===== config.mk =====
export PLATFORM = sky130hd
export DESIGN_NAME = draw_text_overlay_flat
export DESIGN_NICKNAME = d
export VERILOG_FILES = /design/src/rtl/vga_pkg.sv /design/src/rtl/vga_if.sv /design/src/rtl/vga_delay.sv /design/src/rtl/draw_text_overlay.sv /design/src/flat_wrapper.sv
export SDC_FILE = /design/constraint.sdc
export NUM_CORES = 1
export LEC_CHECK = 0
export ABC_AREA = 0
export CORE_ASPECT_RATIO = 1.2
export CORE_UTILIZATION = 55
export DETAILED_ROUTE_END_ITERATION = 10
export PLACE_DENSITY = 0.84
export SYNTH_ARGS = -nofsm -noshare
export SYNTH_HDL_FRONTEND = slang
export SYNTH_SLANG_ARGS = --single-unit
export TNS_END_PERCENT = 30

===== constraint.sdc =====
create_clock -name clk -period 13.1 [get_ports clk]
set_clock_uncertainty 0.15 [all_clocks]
set_input_delay 2.62 -clock clk [delete_from_list [all_inputs] [get_ports clk]]
set_output_delay 2.62 -clock clk [all_outputs]
set_load 0.1 [all_outputs]

===== src/rtl/vga_pkg.sv =====
// Shared VGA raster constants and types for the draw-stage chain.
// Latency: n/a (types and constants only).
// Backpressure: n/a.
package vga_pkg;

    // 1024x768 @ 60 Hz raster
    localparam int HOR_TOTAL   = 1344;
    localparam int VER_TOTAL   = 806;
    localparam int HOR_VISIBLE = 1024;
    localparam int VER_VISIBLE = 768;

    localparam int GLYPH_W = 8;
    localparam int GLYPH_H = 16;
    localparam int RGB_W   = 12;
    localparam int CNT_W   = 11;

    typedef logic [RGB_W-1:0] rgb_t;
    typedef logic [CNT_W-1:0] cnt_t;

    // One pixel's worth of stream fields, used to carry the stream through delay lines
    typedef struct packed {
        cnt_t vcount;
        logic vsync;
        logic vblnk;
        cnt_t hcount;
        logic hsync;
        logic hblnk;
        rgb_t rgb;
    } vga_sig_t;

endpackage


===== src/rtl/vga_if.sv =====
// VGA pixel stream bundle passed between draw stages.
// Latency: n/a (wires only).
// Backpressure: none; one pixel per clk, fields always valid.
// Modports: in/slave = consumer side, out/master = producer side.
interface vga_if;
    import vga_pkg::*;

    cnt_t vcount;
    cnt_t hcount;
    logic vsync;
    logic vblnk;
    logic hsync;
    logic hblnk;
    rgb_t rgb;

    modport in     (input  vcount, hcount, vsync, vblnk, hsync, hblnk, rgb);
    modport out    (output vcount, hcount, vsync, vblnk, hsync, hblnk, rgb);
    modport slave  (input  vcount, hcount, vsync, vblnk, hsync, hblnk, rgb);
    modport master (output vcount, hcount, vsync, vblnk, hsync, hblnk, rgb);
endinterface


===== src/rtl/vga_delay.sv =====
// Registered delay line for every field of a VGA stream, cleared on reset.
// Latency: STAGES clk cycles.
// Backpressure: none; advances every clk.
// Ports: clk, rst (async active-high), din (vga_if.in), dout (vga_if.out).
module vga_delay
    import vga_pkg::*;
#(
    parameter int STAGES = 4
) (
    input  logic clk,
    input  logic rst,
    vga_if.in    din,
    vga_if.out   dout
);

    vga_sig_t din_s;
    vga_sig_t pipe [STAGES];

    assign din_s = '{vcount: din.vcount, vsync: din.vsync, vblnk: din.vblnk,
                     hcount: din.hcount, hsync: din.hsync, hblnk: din.hblnk,
                     rgb:    din.rgb};

    always_ff @(posedge clk or posedge rst) begin
        if (rst) begin
            for (int i = 0; i < STAGES; i++) pipe[i] <= '0;
        end else begin
            pipe[0] <= din_s;
            for (int i = 1; i < STAGES; i++) pipe[i] <= pipe[i-1];
        end
    end

    assign dout.vcount = pipe[STAGES-1].vcount;
    assign dout.vsync  = pipe[STAGES-1].vsync;
    assign dout.vblnk  = pipe[STAGES-1].vblnk;
    assign dout.hcount = pipe[STAGES-1].hcount;
    assign dout.hsync  = pipe[STAGES-1].hsync;
    assign dout.hblnk  = pipe[STAGES-1].hblnk;
    assign dout.rgb    = pipe[STAGES-1].rgb;

endmodule


===== src/rtl/draw_text_overlay.sv =====
// Overlays a TEXT_COLS x TEXT_ROWS grid of 8x16 glyphs on the VGA stream.
// Latency: 4 clk, all stream fields aligned.
// Backpressure: none; one pixel per clk.
// Ports: clk, rst (async active-high), vga_in/vga_out (vga_if), xpos/ypos (box origin),
//        char_addr/char_code (char RAM), font_addr/font_line (font ROM); both memories
//        are synchronous read with 1 clk latency.
module draw_text_overlay
    import vga_pkg::*;
#(
    parameter int   TEXT_COLS = 16,
    parameter int   TEXT_ROWS = 16,
    parameter rgb_t FG_RGB    = 12'hFFF,
    parameter logic BG_EN     = 1'b0,
    parameter rgb_t BG_RGB    = 12'h000,
    localparam int  COL_W     = $clog2(TEXT_COLS),
    localparam int  ROW_W     = $clog2(TEXT_ROWS),
    localparam int  ADDR_W    = COL_W + ROW_W
) (
    input  logic              clk,
    input  logic              rst,
    vga_if.in                 vga_in,
    vga_if.out                vga_out,
    input  logic [10:0]       xpos,
    input  logic [10:0]       ypos,
    output logic [ADDR_W-1:0] char_addr,
    input  logic [7:0]        char_code,
    output logic [10:0]       font_addr,
    input  logic [7:0]        font_line
);

    cnt_t        x0;
    cnt_t        y0;
    logic [11:0] hrel;
    logic [11:0] vrel;
    logic        in_box;
    logic [3:0]  box_q;        // box_q[k] is in_box delayed k+1 clk
    logic [2:0]  px_q [4];     // glyph pixel column, same alignment as box_q
    logic [3:0]  line_q1;
    logic [3:0]  line_q2;
    rgb_t        rgb_sel;
    logic        unused_code_msb;

    vga_if dly ();

    // Code points are 7-bit; the RAM's top bit carries nothing for us.
    assign unused_code_msb = char_code[7];

    // 12-bit relative coordinates: a box hanging past 2047 must not wrap back onto
    // small hcount values, so the >= test against the origin is kept explicit.
    assign hrel   = {1'b0, vga_in.hcount} - {1'b0, x0};
    assign vrel   = {1'b0, vga_in.vcount} - {1'b0, y0};
    assign in_box = (vga_in.hcount >= x0) && (hrel < 12'(GLYPH_W * TEXT_COLS)) &&
                    (vga_in.vcount >= y0) && (vrel < 12'(GLYPH_H * TEXT_ROWS));

    always_ff @(posedge clk or posedge rst) begin
        if (rst) begin
            x0        <= '0;
            y0        <= '0;
            char_addr <= '0;
            font_addr <= '0;
            box_q     <= '0;
            line_q1   <= '0;
            line_q2   <= '0;
            for (int i = 0; i < 4; i++) px_q[i] <= '0;
        end else begin
            // Origin only moves at frame start so the box never tears.
            if (vga_in.vcount == '0 && vga_in.hcount == '0) begin
                x0 <= xpos;
                y0 <= ypos;
            end
            char_addr <= {vrel[ROW_W+3:4], hrel[COL_W+2:3]};
            line_q1   <= vrel[3:0];
            line_q2   <= line_q1;
            // char_code answers the char_addr launched one cycle earlier.
            font_addr <= {char_code[6:0], line_q2};
            box_q     <= {box_q[2:0], in_box};
            px_q[0]   <= hrel[2:0];
            for (int i = 1; i < 4; i++) px_q[i] <= px_q[i-1];
        end
    end

    vga_delay #(.STAGES(4)) u_delay (
        .clk  (clk),
        .rst  (rst),
        .din  (vga_in),
        .dout (dly)
    );

    // Final select sits on registered sources only: the delay line, box_q/px_q and
    // the font ROM output register. Out-of-box pixels never look at font_line, so
    // stale addresses outside the box are harmless.
    always_comb begin
        rgb_sel = dly.rgb;
        if (dly.hblnk || dly.vblnk)
            rgb_sel = '0;
        else if (!box_q[3])
            rgb_sel = dly.rgb;
        else if (font_line[3'd7 - px_q[3]])
            rgb_sel = FG_RGB;
        else
            rgb_sel = BG_EN ? BG_RGB : dly.rgb;
    end

    assign vga_out.vcount = dly.vcount;
    assign vga_out.vsync  = dly.vsync;
    assign vga_out.vblnk  = dly.vblnk;
    assign vga_out.hcount = dly.hcount;
    assign vga_out.hsync  = dly.hsync;
    assign vga_out.hblnk  = dly.hblnk;
    assign vga_out.rgb    = rgb_sel;

endmodule

===== src/flat_wrapper.sv =====
// flat-port wrapper written by rule: the top's interface ports become plain ports
module draw_text_overlay_flat import vga_pkg::*;
#(
    parameter int   TEXT_COLS = 16,
    parameter int   TEXT_ROWS = 16,
    parameter rgb_t FG_RGB    = 12'hFFF,
    parameter logic BG_EN     = 1'b0,
    parameter rgb_t BG_RGB    = 12'h000,
    localparam int  COL_W     = $clog2(TEXT_COLS),
    localparam int  ROW_W     = $clog2(TEXT_ROWS),
    localparam int  ADDR_W    = COL_W + ROW_W
)
  (clk, rst, xpos, ypos, char_addr, char_code, font_addr, font_line, vga_in_vcount, vga_in_hcount, vga_in_vsync, vga_in_vblnk, vga_in_hsync, vga_in_hblnk, vga_in_rgb, vga_out_vcount, vga_out_hcount, vga_out_vsync, vga_out_vblnk, vga_out_hsync, vga_out_hblnk, vga_out_rgb);
  vga_if vga_in_i ();
  vga_if vga_out_i ();
  input  logic clk;
  input  logic rst;
  input  logic [10:0] xpos;
  input  logic [10:0] ypos;
  output logic [ADDR_W-1:0] char_addr;
  input  logic [7:0] char_code;
  output logic [10:0] font_addr;
  input  logic [7:0] font_line;
  input wire logic [$bits(vga_in_i.vcount)-1:0] vga_in_vcount;
  input wire logic [$bits(vga_in_i.hcount)-1:0] vga_in_hcount;
  input wire logic [$bits(vga_in_i.vsync)-1:0] vga_in_vsync;
  input wire logic [$bits(vga_in_i.vblnk)-1:0] vga_in_vblnk;
  input wire logic [$bits(vga_in_i.hsync)-1:0] vga_in_hsync;
  input wire logic [$bits(vga_in_i.hblnk)-1:0] vga_in_hblnk;
  input wire logic [$bits(vga_in_i.rgb)-1:0] vga_in_rgb;
  output wire logic [$bits(vga_out_i.vcount)-1:0] vga_out_vcount;
  output wire logic [$bits(vga_out_i.hcount)-1:0] vga_out_hcount;
  output wire logic [$bits(vga_out_i.vsync)-1:0] vga_out_vsync;
  output wire logic [$bits(vga_out_i.vblnk)-1:0] vga_out_vblnk;
  output wire logic [$bits(vga_out_i.hsync)-1:0] vga_out_hsync;
  output wire logic [$bits(vga_out_i.hblnk)-1:0] vga_out_hblnk;
  output wire logic [$bits(vga_out_i.rgb)-1:0] vga_out_rgb;
  assign vga_in_i.vcount = vga_in_vcount;
  assign vga_in_i.hcount = vga_in_hcount;
  assign vga_in_i.vsync = vga_in_vsync;
  assign vga_in_i.vblnk = vga_in_vblnk;
  assign vga_in_i.hsync = vga_in_hsync;
  assign vga_in_i.hblnk = vga_in_hblnk;
  assign vga_in_i.rgb = vga_in_rgb;
  assign vga_out_vcount = vga_out_i.vcount;
  assign vga_out_hcount = vga_out_i.hcount;
  assign vga_out_vsync = vga_out_i.vsync;
  assign vga_out_vblnk = vga_out_i.vblnk;
  assign vga_out_hsync = vga_out_i.hsync;
  assign vga_out_hblnk = vga_out_i.hblnk;
  assign vga_out_rgb = vga_out_i.rgb;
  draw_text_overlay #(.TEXT_COLS(TEXT_COLS), .TEXT_ROWS(TEXT_ROWS), .FG_RGB(FG_RGB), .BG_EN(BG_EN), .BG_RGB(BG_RGB)) u_core (.clk(clk), .rst(rst), .vga_in(vga_in_i), .vga_out(vga_out_i), .xpos(xpos), .ypos(ypos), .char_addr(char_addr), .char_code(char_code), .font_addr(font_addr), .font_line(font_line));
endmodule

==> results.ini <==
[run_status]
status=finished clean

[timing]
setup_tns_ps=0
fin_crit_sh_pct=62.2
drv_slew=0
min_period_ps=8150
relSlewSlack_pct=30.8
setup_viol=0
max_freq_mhz=123
max_slew.worst_pin.slew_ps=1030
hold_viol=0
whs_ps=195
rsz0062_at_grt=no

[setup_path]
criticalPathCategory=in2out
rr_endpoint=u_core.box_q[0]
worstSetupStartpointType=primary input
cp_max_fo=12
cp-end-kind=primary output
r2r_slack_ps=10660
required_ps=10330
worst-r2r-cell-count=8
arrival_ps=5380
timing.rr.start=u_core.y0[1]

[routing]
drtAntennaViolNets=0
drc_errors=0
wl_met1_mm=5.18
drt_first_iter_violations=117
met2_length_mm=7.67
routedWlPerCell_um=18.0
drt-pass1-iter-count=4
vias=3895
routed_wirelength_mm=13.8
top_layer=met4
wl_met3_um=576
via_per_inst=5.07

[synth]
yosysTopAreaCell=dfrtp_1
synth-seq-cells=217
synth_edf_count=0
yosysTopAreaCellShare_pct=76.6
avgSynthCellArea_um2=15.4
async_flop_share_pct=100
synth_top_flop_cell=dfrtp_1
yosysUniqueCellTypes=46
yosysWarnings=0
ys_seq_area_share_pct=76.6
synth_cells=461
syn_nets=563
synth.cells.most_frequent=217 x dfrtp_1, 35 x inv_1, 24 x nand2_1, 24 x o21ai_0
synth_area_um2=7090
synthTopCellsByArea=dfrtp_1 77%, ha_1 3.9%, buf_4 2.3%, inv_1 1.9%, o21a_1 1.8%
synth.most_common_cell=dfrtp_1

[clock_tree]
clkLatencyLatePin_ps=490
cts_buffers=20
cts_hold_buf=0
path_clk_slew_ps=60
cts_sinks=217
cts_setup_buffers=0
cts_tree=done
cts_resized=0
clock-root-buffer=clkbuf_16
ctsHtreeMaxLevel=1
cts_max_path_buffers=3

[die]
die_w_um=106
ios=135
start_util_pct=56.2
die_y_um=126
core_area_um2=12600
dieArea_um2=13300
rows=45

[global_route]
gr-usage-all-layers_pct=22.0
grt_pass1_vias=4295
antenna_found_initial=0
grt_max_degree=151
grt_overflow=0
grt_first_pass_wirelength_mm=22.1

[hold_path]
hold_start=u_core.u_delay.pipe[110]
holdPathStages=0
whs_endpoint=u_core.u_delay.pipe[72]
hp-class=reg2reg

[power]
fin_total_pwr_uw=1540
powerDensity_nw_per_um2=167
p_leak_uw=0.00420
peakVddDrop_mv=0.104

[place]
hpwl_mm=8.71
gp_congestion=0.793
io_buffer_count=133

[finish]
drive_above_1_share_pct=7.78
diodes=0
areaGrowthSynthToFinish_pct=30.5
fin_nets=692
fillCellCount=769

[flow_run]
cap_viol_max_count=0

==> where the power goes <==
group / switching, uW / internal (uW)
registers: 11.6 / 702
clock network: 244 / 435
logic: 105 / 44.8
==> area by class of cell <==
| cell class | count | area, um2 | share of cell area (%) |
|---|---|---|---|
| Multi-Input combinational cell | 181 | 1340 | 14.4 |
| Inverter | 35 | 139 | 1.50 |
| Clock buffer | 26 | 584 | 6.32 |
| Sequential cell | 217 | 5430 | 58.7 |
| Tap cell | 164 | 205 | 2.22 |
| Timing Repair Buffer | 135 | 1350 | 14.6 |
| Clock inverter | 10 | 210 | 2.27 |
==> registers in the layout, summed over array words and instances, names as in the netlist, 4 cells and up <==
signal	cells
u_core.u_delay.dout.hcount	11
u_core.u_delay.dout.rgb	12
u_core.font_addr	11
u_core.line_q1	4
u_core.char_addr	8
u_core.box_q	4
u_core.y0	11
u_core.px_q	12
u_core.u_delay.dout.vcount	11
u_core.u_delay.pipe	114
u_core.x0	11
u_core.line_q2	4
==> per-layer routing <==
layer | vias to the layer above | GRT usage, %
li1 | 1768 | -
met1 | 1977 | 25.8
met2 | 117 | 41.0
met3 | 33 | 2.93
met4 | 0 | 8.25
met5 | - | 0
==> worst max path at each step <==
stage | start | to | cells after the start
6_report | font_line[0] | vga_out_rgb[2] | 6
5_1_grt | font_line[3] | vga_out_rgb[0] | 6
4_1_cts | font_line[3] | vga_out_rgb[8] | 6
3_5_place_dp | font_line[3] | vga_out_rgb[4] | 6
3_3_place_gp | font_line[1] | vga_out_rgb[5] | 6
2_1_floorplan | rst | u_core.box_q[0] | 1
==> critical path, cell delays in order <==
cell and delay [ps]:
clkdlybuf4s50_1 470, mux4_2 250, mux2i_1 70, nor2b_1 620, o21a_1 200, clkdlybuf4s50_1 1140
==> cell families (layout without fill, tap and decap cells) <==
| family | Yosys count | after routing | share of synthesized area [%] |
|---|---|---|---|
| compound gates | 76 | 76 | 6.74 |
| xor+xnor | 10 | 10 | 1.24 |
| fa+ha+maj | 24 | 24 | 4.45 |
| buf+inv | 63 | 206 | 4.55 |
| flops | 217 | 217 | 76.6 |
| mux | 7 | 7 | 1.39 |
| simple gates | 64 | 64 | 5.01 |
==> per-stage QoR <==
stage / instance area (um2) / utilization [%] / setup slack, ps / cells
after floorplan: 7090 / - / 4390 / 461
after global placement: 8460 / 67.0 / 5080 / 732
after detailed placement: 8460 / 67.0 / 4870 / 732
after CTS: 9250 / 73.3 / 4950 / 768
after global routing: 9250 / 73.3 / 4850 / 768
final: 9250 / 73.3 / 4950 / 768
==> cells in the final DEF (no fill, tap or decap), drive strengths merged, types with 2 or more instances in the layout <==
master | synthesis | final
nand2 | 24 | 24
and3 | 2 | 2
mux2 | 3 | 3
a21o | 3 | 3
dfrtp | 217 | 217
buf | 25 | 2
nand2b | 2 | 2
clkbuf | 3 | 26
nor3 | 4 | 4
clkdlybuf4s50 | 0 | 133
xor2 | 2 | 2
fa | 2 | 2
mux4 | 2 | 2
nor2b | 7 | 7
ha | 22 | 22
mux2i | 2 | 2
o21bai | 2 | 2
inv | 35 | 36
o21a | 17 | 17
a311oi | 2 | 2
bufinv | 0 | 6
o21ai | 30 | 30
a21oi | 12 | 12
xnor2 | 8 | 8
nor2 | 10 | 10
nor4 | 6 | 6
o22ai | 5 | 5
o31a | 2 | 2
nand3 | 2 | 2
clkinv | 0 | 2
(Power assumes the default switching activity.)
